File: src/rtl/bridge_pkg.sv
// Shared definitions for the AHB2AHB bridge source side: default widths,
// request-packet field positions and the source sleep FSM encoding.
package bridge_pkg;

  localparam int BRIDGE_ADDR_WIDTH   = 32;
  localparam int BRIDGE_DATA_WIDTH   = 32;
  localparam int BRIDGE_PACKET_WIDTH = 66;
  localparam int BRIDGE_NUM_REQ      = 2;
  localparam int BRIDGE_OUTSTANDING  = 4;

  typedef enum logic [1:0] {
    ST_NORMAL = 2'b00,
    ST_DRAIN  = 2'b01,
    ST_SLEEP  = 2'b11
  } src_state_e;

  // Request packet layout: {rd0_wr1, valid, addr, wr_data}
  function automatic int pkt_rd0_wr1_bit(input int packet_width);
    return packet_width - 1;
  endfunction

  function automatic int pkt_valid_bit(input int packet_width);
    return packet_width - 2;
  endfunction

  function automatic int pkt_addr_msb(input int packet_width);
    return packet_width - 3;
  endfunction

  function automatic int pkt_addr_lsb(input int data_width);
    return data_width;
  endfunction

  function automatic int rsp_packet_width(input int data_width);
    return data_width + 1;
  endfunction

  function automatic int tag_width(input int num_req);
    return (num_req > 1) ? $clog2(num_req) : 1;
  endfunction

endpackage

File: src/rtl/bridge_req_arbiter_if.sv
// Requester, request-FIFO, response-FIFO and sleep signals of the bridge
// source-side scheduler; master is the arbiter view, slave the environment.
interface bridge_req_arbiter_if
  import bridge_pkg::*;
#(
  parameter int NUM_REQ      = BRIDGE_NUM_REQ,
  parameter int ADDR_WIDTH   = BRIDGE_ADDR_WIDTH,
  parameter int DATA_WIDTH   = BRIDGE_DATA_WIDTH,
  parameter int PACKET_WIDTH = BRIDGE_PACKET_WIDTH
);

  logic [NUM_REQ-1:0]                     i_req_valid;
  logic [NUM_REQ-1:0]                     i_req_rd0_wr1;
  logic [NUM_REQ*ADDR_WIDTH-1:0]          i_req_addr;
  logic [NUM_REQ*DATA_WIDTH-1:0]          i_req_wr_data;
  logic [NUM_REQ-1:0]                     o_req_ready;
  logic [NUM_REQ-1:0]                     o_rsp_valid;
  logic [DATA_WIDTH-1:0]                  o_rsp_data;
  logic [PACKET_WIDTH-1:0]                o_packet;
  logic                                   o_req_fifo_wr_en;
  logic                                   i_req_fifo_full;
  logic [rsp_packet_width(DATA_WIDTH)-1:0] i_rsp_packet;
  logic                                   i_rsp_fifo_empty;
  logic                                   o_rsp_fifo_rd_en;
  logic                                   i_source_sleep_req;
  logic                                   o_source_sleep_ack;
  logic                                   o_source_sleep_status;
  logic                                   o_err_orphan;

  modport master (
    input  i_req_valid, i_req_rd0_wr1, i_req_addr, i_req_wr_data,
    input  i_req_fifo_full, i_rsp_packet, i_rsp_fifo_empty, i_source_sleep_req,
    output o_req_ready, o_rsp_valid, o_rsp_data, o_packet, o_req_fifo_wr_en,
    output o_rsp_fifo_rd_en, o_source_sleep_ack, o_source_sleep_status, o_err_orphan
  );

  modport slave (
    output i_req_valid, i_req_rd0_wr1, i_req_addr, i_req_wr_data,
    output i_req_fifo_full, i_rsp_packet, i_rsp_fifo_empty, i_source_sleep_req,
    input  o_req_ready, o_rsp_valid, o_rsp_data, o_packet, o_req_fifo_wr_en,
    input  o_rsp_fifo_rd_en, o_source_sleep_ack, o_source_sleep_status, o_err_orphan
  );

endinterface

File: src/rtl/bridge_tag_fifo.sv
// Owner-tag FIFO for outstanding reads. A pop on an empty FIFO is ignored,
// and a push while full is accepted only together with a real pop.
module bridge_tag_fifo #(
  parameter int TAG_W = 1,
  parameter int DEPTH = 4
) (
  input  logic                     clk,
  input  logic                     rst,
  input  logic                     push,
  input  logic [TAG_W-1:0]         push_tag,
  input  logic                     pop,
  output logic [TAG_W-1:0]         pop_tag,
  output logic                     full,
  output logic                     empty,
  output logic [$clog2(DEPTH):0]   count
);

  localparam int PTR_W = $clog2(DEPTH);

  logic [TAG_W-1:0] mem_q [DEPTH];
  logic [TAG_W-1:0] mem_d [DEPTH];
  logic [PTR_W-1:0] wr_ptr_q, wr_ptr_d;
  logic [PTR_W-1:0] rd_ptr_q, rd_ptr_d;
  logic [PTR_W:0]   count_q, count_d;
  logic             push_en_s;
  logic             pop_en_s;

  assign empty   = (count_q == {(PTR_W+1){1'b0}});
  assign full    = (count_q == (PTR_W+1)'(DEPTH));
  assign count   = count_q;
  assign pop_tag = mem_q[rd_ptr_q];

  // Next-state for storage, pointers and occupancy
  always_comb begin
    pop_en_s  = pop & ~empty;
    push_en_s = push & (~full | pop_en_s);
    mem_d     = mem_q;
    wr_ptr_d  = wr_ptr_q;
    rd_ptr_d  = rd_ptr_q;
    count_d   = count_q;
    if (push_en_s) begin
      mem_d[wr_ptr_q] = push_tag;
      wr_ptr_d        = wr_ptr_q + PTR_W'(1'b1);
    end else begin
      wr_ptr_d = wr_ptr_q;
    end
    if (pop_en_s) begin
      rd_ptr_d = rd_ptr_q + PTR_W'(1'b1);
    end else begin
      rd_ptr_d = rd_ptr_q;
    end
    case ({push_en_s, pop_en_s})
      2'b10:   count_d = count_q + (PTR_W+1)'(1'b1);
      2'b01:   count_d = count_q - (PTR_W+1)'(1'b1);
      default: count_d = count_q;
    endcase
  end

  // FIFO state registers
  always_ff @(posedge clk) begin
    if (rst) begin
      for (int i = 0; i < DEPTH; i++) begin
        mem_q[i] <= {TAG_W{1'b0}};
      end
      wr_ptr_q <= {PTR_W{1'b0}};
      rd_ptr_q <= {PTR_W{1'b0}};
      count_q  <= {(PTR_W+1){1'b0}};
    end else begin
      mem_q    <= mem_d;
      wr_ptr_q <= wr_ptr_d;
      rd_ptr_q <= rd_ptr_d;
      count_q  <= count_d;
    end
  end

endmodule

File: src/rtl/bridge_req_arbiter.sv
// Source-side request scheduler: round-robin grant into the request FIFO,
// read-response routing by owner tag, and the source sleep handshake.
module bridge_req_arbiter
  import bridge_pkg::*;
#(
  parameter int ADDR_WIDTH   = BRIDGE_ADDR_WIDTH,
  parameter int DATA_WIDTH   = BRIDGE_DATA_WIDTH,
  parameter int packet_width = BRIDGE_PACKET_WIDTH,
  parameter int NUM_REQ      = BRIDGE_NUM_REQ,
  parameter int OUTSTANDING  = BRIDGE_OUTSTANDING
) (
  input  logic                 i_clk_source,
  input  logic                 i_rst_source,
  bridge_req_arbiter_if.master bus
);

  localparam int TAG_W       = tag_width(NUM_REQ);
  localparam int CNT_W       = $clog2(OUTSTANDING) + 1;
  localparam int RD0_WR1_POS = pkt_rd0_wr1_bit(packet_width);
  localparam int VALID_POS   = pkt_valid_bit(packet_width);
  localparam int ADDR_MSB    = pkt_addr_msb(packet_width);
  localparam int ADDR_LSB    = pkt_addr_lsb(DATA_WIDTH);

  src_state_e        state_q, state_d;
  logic [TAG_W-1:0]  rr_ptr_q, rr_ptr_d;
  logic              err_orphan_q, err_orphan_d;

  logic [NUM_REQ-1:0]      eligible_s;
  logic                    grant_s;
  logic [TAG_W-1:0]        grant_idx_s;
  logic                    grant_wr_s;
  logic [NUM_REQ-1:0]      req_ready_s;
  logic [packet_width-1:0] packet_s;
  logic                    rsp_pop_s;
  logic                    tag_pop_s;
  logic [NUM_REQ-1:0]      rsp_valid_s;
  logic [DATA_WIDTH-1:0]   rsp_data_s;
  logic                    tag_push_s;
  logic [TAG_W-1:0]        tag_head_s;
  logic                    tag_full_s;
  logic                    tag_empty_s;
  logic [CNT_W-1:0]        tag_count_s;
  logic                    unused_rd_valid;

  // The FIFO's rd_valid flag carries no routing information here.
  assign unused_rd_valid = bus.i_rsp_packet[DATA_WIDTH];

  bridge_tag_fifo #(
    .TAG_W (TAG_W),
    .DEPTH (OUTSTANDING)
  ) u_tag_fifo (
    .clk      (i_clk_source),
    .rst      (i_rst_source),
    .push     (tag_push_s),
    .push_tag (grant_idx_s),
    .pop      (tag_pop_s),
    .pop_tag  (tag_head_s),
    .full     (tag_full_s),
    .empty    (tag_empty_s),
    .count    (tag_count_s)
  );

  // Response pop, eligibility and round-robin search from rr_ptr
  always_comb begin
    rsp_pop_s   = ~i_rst_source & ~bus.i_rsp_fifo_empty;
    tag_pop_s   = rsp_pop_s & ~tag_empty_s;
    eligible_s  = {NUM_REQ{1'b0}};
    grant_s     = 1'b0;
    grant_idx_s = {TAG_W{1'b0}};
    for (int i = 0; i < NUM_REQ; i++) begin
      eligible_s[i] = ~i_rst_source & (state_q == ST_NORMAL) & bus.i_req_valid[i] &
                      ~bus.i_req_fifo_full &
                      (bus.i_req_rd0_wr1[i] | ~tag_full_s | tag_pop_s);
    end
    for (int k = 0; k < NUM_REQ; k++) begin
      if (!grant_s && eligible_s[(int'(rr_ptr_q) + k) % NUM_REQ]) begin
        grant_s     = 1'b1;
        grant_idx_s = TAG_W'((int'(rr_ptr_q) + k) % NUM_REQ);
      end else begin
        grant_s = grant_s;
      end
    end
  end

  // Grant decode, packet assembly and pointer/tag updates
  always_comb begin
    req_ready_s = {NUM_REQ{1'b0}};
    packet_s    = {packet_width{1'b0}};
    grant_wr_s  = bus.i_req_rd0_wr1[grant_idx_s];
    tag_push_s  = 1'b0;
    rr_ptr_d    = rr_ptr_q;
    if (grant_s) begin
      req_ready_s[grant_idx_s]    = 1'b1;
      packet_s[RD0_WR1_POS]       = grant_wr_s;
      packet_s[VALID_POS]         = 1'b1;
      packet_s[ADDR_MSB:ADDR_LSB] = bus.i_req_addr[int'(grant_idx_s)*ADDR_WIDTH +: ADDR_WIDTH];
      packet_s[DATA_WIDTH-1:0]    = grant_wr_s ?
                                    bus.i_req_wr_data[int'(grant_idx_s)*DATA_WIDTH +: DATA_WIDTH] :
                                    {DATA_WIDTH{1'b0}};
      tag_push_s                  = ~grant_wr_s;
      rr_ptr_d                    = TAG_W'((int'(grant_idx_s) + 1) % NUM_REQ);
    end else begin
      rr_ptr_d = rr_ptr_q;
    end
  end

  // Response routing and sticky orphan detection
  always_comb begin
    rsp_valid_s  = {NUM_REQ{1'b0}};
    rsp_data_s   = {DATA_WIDTH{1'b0}};
    err_orphan_d = err_orphan_q | (rsp_pop_s & tag_empty_s);
    if (tag_pop_s) begin
      rsp_valid_s[tag_head_s] = 1'b1;
    end else begin
      rsp_valid_s = {NUM_REQ{1'b0}};
    end
    if (rsp_pop_s) begin
      rsp_data_s = bus.i_rsp_packet[DATA_WIDTH-1:0];
    end else begin
      rsp_data_s = {DATA_WIDTH{1'b0}};
    end
  end

  // Sleep FSM next state; DRAIN completes even if the request is withdrawn
  always_comb begin
    state_d = state_q;
    case (state_q)
      ST_NORMAL: begin
        if (bus.i_source_sleep_req) begin
          state_d = ST_DRAIN;
        end else begin
          state_d = ST_NORMAL;
        end
      end
      ST_DRAIN: begin
        if (tag_count_s == {CNT_W{1'b0}}) begin
          state_d = ST_SLEEP;
        end else begin
          state_d = ST_DRAIN;
        end
      end
      ST_SLEEP: begin
        if (!bus.i_source_sleep_req) begin
          state_d = ST_NORMAL;
        end else begin
          state_d = ST_SLEEP;
        end
      end
      default: state_d = ST_NORMAL;
    endcase
  end

  // Control registers
  always_ff @(posedge i_clk_source) begin
    if (i_rst_source) begin
      state_q      <= ST_NORMAL;
      rr_ptr_q     <= {TAG_W{1'b0}};
      err_orphan_q <= 1'b0;
    end else begin
      state_q      <= state_d;
      rr_ptr_q     <= rr_ptr_d;
      err_orphan_q <= err_orphan_d;
    end
  end

  assign bus.o_req_ready           = req_ready_s;
  assign bus.o_req_fifo_wr_en      = grant_s;
  assign bus.o_packet              = packet_s;
  assign bus.o_rsp_fifo_rd_en      = rsp_pop_s;
  assign bus.o_rsp_valid           = rsp_valid_s;
  assign bus.o_rsp_data            = rsp_data_s;
  assign bus.o_source_sleep_ack    = ~i_rst_source & bus.i_source_sleep_req &
                                     (state_q != ST_SLEEP);
  assign bus.o_source_sleep_status = ~i_rst_source & (state_q == ST_SLEEP);
  assign bus.o_err_orphan          = ~i_rst_source & err_orphan_q;

endmodule

File: src/flat_wrapper.sv
// flat-port wrapper written by rule: the top's interface ports become plain ports
module bridge_req_arbiter_flat import bridge_pkg::*;
#(
  parameter int ADDR_WIDTH   = BRIDGE_ADDR_WIDTH,
  parameter int DATA_WIDTH   = BRIDGE_DATA_WIDTH,
  parameter int packet_width = BRIDGE_PACKET_WIDTH,
  parameter int NUM_REQ      = BRIDGE_NUM_REQ,
  parameter int OUTSTANDING  = BRIDGE_OUTSTANDING
)
  (i_clk_source, i_rst_source, bus_i_req_valid, bus_i_req_rd0_wr1, bus_i_req_addr, bus_i_req_wr_data, bus_i_req_fifo_full, bus_i_rsp_packet, bus_i_rsp_fifo_empty, bus_i_source_sleep_req, bus_o_req_ready, bus_o_rsp_valid, bus_o_rsp_data, bus_o_packet, bus_o_req_fifo_wr_en, bus_o_rsp_fifo_rd_en, bus_o_source_sleep_ack, bus_o_source_sleep_status, bus_o_err_orphan);
  bridge_req_arbiter_if #(.NUM_REQ(NUM_REQ), .ADDR_WIDTH(ADDR_WIDTH), .DATA_WIDTH(DATA_WIDTH), .PACKET_WIDTH(66)) bus_i ();
  input  logic i_clk_source;
  input  logic i_rst_source;
  input wire logic [$bits(bus_i.i_req_valid)-1:0] bus_i_req_valid;
  input wire logic [$bits(bus_i.i_req_rd0_wr1)-1:0] bus_i_req_rd0_wr1;
  input wire logic [$bits(bus_i.i_req_addr)-1:0] bus_i_req_addr;
  input wire logic [$bits(bus_i.i_req_wr_data)-1:0] bus_i_req_wr_data;
  input wire logic [$bits(bus_i.i_req_fifo_full)-1:0] bus_i_req_fifo_full;
  input wire logic [$bits(bus_i.i_rsp_packet)-1:0] bus_i_rsp_packet;
  input wire logic [$bits(bus_i.i_rsp_fifo_empty)-1:0] bus_i_rsp_fifo_empty;
  input wire logic [$bits(bus_i.i_source_sleep_req)-1:0] bus_i_source_sleep_req;
  output wire logic [$bits(bus_i.o_req_ready)-1:0] bus_o_req_ready;
  output wire logic [$bits(bus_i.o_rsp_valid)-1:0] bus_o_rsp_valid;
  output wire logic [$bits(bus_i.o_rsp_data)-1:0] bus_o_rsp_data;
  output wire logic [$bits(bus_i.o_packet)-1:0] bus_o_packet;
  output wire logic [$bits(bus_i.o_req_fifo_wr_en)-1:0] bus_o_req_fifo_wr_en;
  output wire logic [$bits(bus_i.o_rsp_fifo_rd_en)-1:0] bus_o_rsp_fifo_rd_en;
  output wire logic [$bits(bus_i.o_source_sleep_ack)-1:0] bus_o_source_sleep_ack;
  output wire logic [$bits(bus_i.o_source_sleep_status)-1:0] bus_o_source_sleep_status;
  output wire logic [$bits(bus_i.o_err_orphan)-1:0] bus_o_err_orphan;
  assign bus_i.i_req_valid = bus_i_req_valid;
  assign bus_i.i_req_rd0_wr1 = bus_i_req_rd0_wr1;
  assign bus_i.i_req_addr = bus_i_req_addr;
  assign bus_i.i_req_wr_data = bus_i_req_wr_data;
  assign bus_i.i_req_fifo_full = bus_i_req_fifo_full;
  assign bus_i.i_rsp_packet = bus_i_rsp_packet;
  assign bus_i.i_rsp_fifo_empty = bus_i_rsp_fifo_empty;
  assign bus_i.i_source_sleep_req = bus_i_source_sleep_req;
  assign bus_o_req_ready = bus_i.o_req_ready;
  assign bus_o_rsp_valid = bus_i.o_rsp_valid;
  assign bus_o_rsp_data = bus_i.o_rsp_data;
  assign bus_o_packet = bus_i.o_packet;
  assign bus_o_req_fifo_wr_en = bus_i.o_req_fifo_wr_en;
  assign bus_o_rsp_fifo_rd_en = bus_i.o_rsp_fifo_rd_en;
  assign bus_o_source_sleep_ack = bus_i.o_source_sleep_ack;
  assign bus_o_source_sleep_status = bus_i.o_source_sleep_status;
  assign bus_o_err_orphan = bus_i.o_err_orphan;
  bridge_req_arbiter #(.ADDR_WIDTH(ADDR_WIDTH), .DATA_WIDTH(DATA_WIDTH), .packet_width(packet_width), .NUM_REQ(NUM_REQ), .OUTSTANDING(OUTSTANDING)) u_core (.i_clk_source(i_clk_source), .i_rst_source(i_rst_source), .bus(bus_i));
endmodule
File: config.mk
export PLATFORM = sky130hd
export DESIGN_NAME = bridge_req_arbiter_flat
export DESIGN_NICKNAME = d
export VERILOG_FILES = /design/src/rtl/bridge_pkg.sv /design/src/rtl/bridge_req_arbiter_if.sv /design/src/rtl/bridge_tag_fifo.sv /design/src/rtl/bridge_req_arbiter.sv /design/src/flat_wrapper.sv
export SDC_FILE = /design/constraint.sdc
export NUM_CORES = 1
export LEC_CHECK = 0
export CAP_MARGIN = 20
export CORE_AREA = 2 2 108 110
export CTS_BUF_LIST = sky130_fd_sc_hd__clkbuf_16
export DETAILED_ROUTE_END_ITERATION = 8
export DIE_AREA = 0 0 110 112
export PLACE_DENSITY = 0.67
export SLEW_MARGIN = 20
export SYNTH_ARGS = -nofsm -noshare
export SYNTH_HDL_FRONTEND = slang
export SYNTH_SLANG_ARGS = --single-unit
File: constraint.sdc
create_clock -name i_clk_source -period 2.93 [get_ports i_clk_source]
set_input_delay 0.293 -clock i_clk_source [delete_from_list [all_inputs] [get_ports i_clk_source]]
set_output_delay 0.293 -clock i_clk_source [all_outputs]
set_load 0.01 [all_outputs]
==> results.ini <==
[global_route]
pin_count_of_the_biggest_net_entering_global_routing = 37
first_global_vias = 3854
globalRoute.totalOverflow = 0
first_pass_grt_wire_length_mm = 18.70
grt_antenna_before_repair = 0
groute.usage.overall_pct = 18.78

[timing]
setup-tns-final_ns = 0
min_period_over_period_pct = 99.19
slew_headroom_pct = 73.14
finalSetupViolCount = 0
rsz_0062_raised_after_global_routing = true
fmaxAchievable_mhz = 344.1
fin_worst_skew_ns = 0.0009666
timing.final.crit_period_ns = 2.906
number_of_max_slew_violations_in_the_final_report = 0
measured_slew_at_the_worst_slew_check_pin_ns = 0.4017
report.final.hold_viol_count = 0
layout_setup_ws_ns = 0.02371

[synth]
ys.warnings.count = 0
synth_nets = 517
ys_types = 45
syn-instance-count = 341
synth.yosys.seq_area_share_pct = 12.45
synthArstFlopShare_pct = 0
syn-cell-area_sq_um = 2412
most_frequently_used_flop_master_after_synthesis = dfxtp_1
synth-edff-count = 0
syn-mean-instance-area_sq_um = 7.074
ys_ff_latch = 15

[floorplan]
design.die.area_sq_um = 12320
std_cell_rows = 39
initial_core_util_pct = 21.59
die_height_um = 112
fp.coreArea_sq_um = 11170
chipWidth_um = 110
io-pin-count = 277

[setup_path]
timing.critical_path.slowest_cell_delay_ns = 0.60
critical_path.startpoint_type = register
timing.setup.critical_path_class = reg2out
cp.arrival_ns = 2.61
crit_required_ns = 2.64
path_cells = or3b_4 -> o311ai_4 -> buf_4 -> clkbuf_16 -> nand4_1 -> a21oi_1 -> clkdlybuf4s50_1
cp-end-kind = output pin
worst_r2r_path_cells = 9
crit_slowest_cell = clkdlybuf4s50_1
crit_fanout = 6

[route]
detail_route.wirelength_mm = 12.85
vias = 3855
post_drt_wl_per_cell_um = 16.86
detail_route.vias_per_cell = 5.059
drt.antenna.violating_nets = 0
first_pass_iters = 4
remaining_drc_errors = 0
dr.first_iter.drc_count = 179

[clocking]
clkLatencyLatePin_ns = 0.25
clock_path_buffers = 2
tritoncts = done
ctsRootBufferMaster = clkbuf_16
clock_sinks = 15
cts.htree.levels = 1
cts_hold_buffers = 0
numCtsBuffers = 3
clkSlewWorstSetupHoldPaths_ns = 0.05

[flow_run]
timing.max_cap.violations = 0

[cells_and_area]
drive_gt1_share_pct = 10.02
layout_commonest_cell = clkdlybuf4s50_1
syn_to_final_growth_pct = 144.2
antenna_cells = 0
layout.cells.most_common_list = clkdlybuf4s50_1 (231), dlymetal6s2s_1 (41), a21oi_1 (38)
area.sequential_sq_um = 301.5
fill_cells = 1023
footprint_of_the_multi_input_gates_sq_um = 1938
num-nets-final = 796

[placed_design]
place.port_buffers = 275
place.detailed.hpwl_mm = 9.622
pre_cts_ws_ns = -0.07985
routabilityCongestion = 0.8413

[power_and_ir_drop]
power_leakage_nw = 2.895
power.ir.vdd_worst_mv = 0.1408
pwr_density_cell_nw_per_um2 = 198.8

[outcome]
status = finished clean

[hold_path]
hold_path.class = reg2reg
min_path_cells = 2

cell families after synthesis:
| family | Yosys count | synth area share [%] |
|---|---|---|
| AOI/OAI and AO/OA | 118 | 35.53 |
| DFF | 15 | 12.45 |
| buffers and inverters | 55 | 9.180 |
| xor gates and xnor gates | 4 | 1.453 |
| muxes | 5 | 2.593 |
| and+or+nand+nor | 137 | 34.96 |
| adders and majority gates | 7 | 3.838 |
cells in the mapped netlist (all sizes together), types with 2 or more instances:
cell	n	area share, %
a21oi	39	8.1
and3	33	8.6
clkbuf	33	5.1
a31o	32	12
and2	32	8.3
nand4	32	8.3
o211ai	32	10
dfxtp	15	12
buf	11	2.3
inv	11	1.7
nor2	9	1.4
nand3	8	1.7
ha	5	2.6
nand2b	5	1.3
mux2i	4	1.7
nor3	4	0.83
o21ai	4	0.83
nand2	3	0.57
or3	3	0.99
xor2	3	1.1
a21o	2	0.62
a31oi	2	1.1
nor2b	2	0.52
nor3b	2	0.62
nor4	2	1.1
o311a	2	0.83
o311ai	2	1.3
layer usage:
| metal | global-route usage [%] | share of wire, % |
|---|---|---|
| met5 | 0 | 0 |
| met4 | 7.848 | 2.7 |
| met3 | 3.923 | 7.6 |
| met2 | 33.17 | 50 |
| met1 | 21.47 | 39 |
what timing repair did:
item,4_1_cts,5_1_grt
setup endpoints to repair,60,58
cloned,1,3
pin swaps,3,1
endpoints found under the hold margin,0,0
gates resized for setup,5,44
buffers inserted,1,5
final timing paths:
| path | endpoint | start | slack [ns] |
|---|---|---|---|
| hold reg to reg | u_core.u_tag_fifo.mem_q[1] | u_core.u_tag_fifo.mem_q[1] | 0.48 |
| hold / removal | u_core.u_tag_fifo.mem_q[1] | u_core.u_tag_fifo.mem_q[1] | 0.48 |
| setup reg to reg | u_core.u_tag_fifo.count[2] | u_core.state_q[1] | 0.65 |
| setup / recovery | bus_o_packet[1] | u_core.u_tag_fifo.count[2] | 0.02 |
final cells by class:
cell class / count / share of cell area (%)
clock buffer: 3 / 1.274
multi-input combinational: 271 / 32.90
timing repair buffer: 318 / 56.90
tap: 143 / 3.037
sequential: 15 / 5.119
clock inverter: 1 / 0.06372
inverter: 11 / 0.7009
critical path: cells and delay by family, from the launching register on:
kind                   cells  cell delay [ns]
DFF                        1             0.36
buffers and inverters      3             0.92
and+or+nand+nor            2             0.54
AOI/OAI and AO/OA          2             0.54
power breakdown:
part | switching, mW | internal [mW]
clock network | 0.0836 | 0.181
registers | 0.00737 | 0.212
logic | 0.262 | 0.426
total | 0.353 | 0.819
flip-flops by register name, indices dropped and copies added (netlist names):
signal                      cells
u_core.u_tag_fifo.count         3
u_core.state_q                  2
u_core.err_orphan_q             1
u_core.u_tag_fifo.rd_ptr_q      2
u_core.u_tag_fifo.wr_ptr_q      2
u_core.u_tag_fifo.mem_q         4
u_core.rr_ptr_q                 1
stage by stage:
| step | total power [mW] | std cells | area [sq um] | util, % | hold WS (ns) |
|---|---|---|---|---|---|
| 6_report | 1.171 | 762 | 5891 | 52.72 | 0.4775 |
| 5_1_grt | 1.222 | 762 | 5891 | 52.72 | 0.4988 |
| 4_1_cts | 1.161 | 754 | 5662 | 50.67 | 0.4824 |
| 3_5_place_dp | 0.8854 | 748 | 5535 | 49.54 | 0.4747 |
| 3_3_place_gp | 0.8777 | 748 | 5535 | 49.54 | 0.4649 |
| 2_1_floorplan | 0.4435 | 341 | 2412 | - | 0.4496 |
No activity file was read; power rests on OpenSTA's default activity.
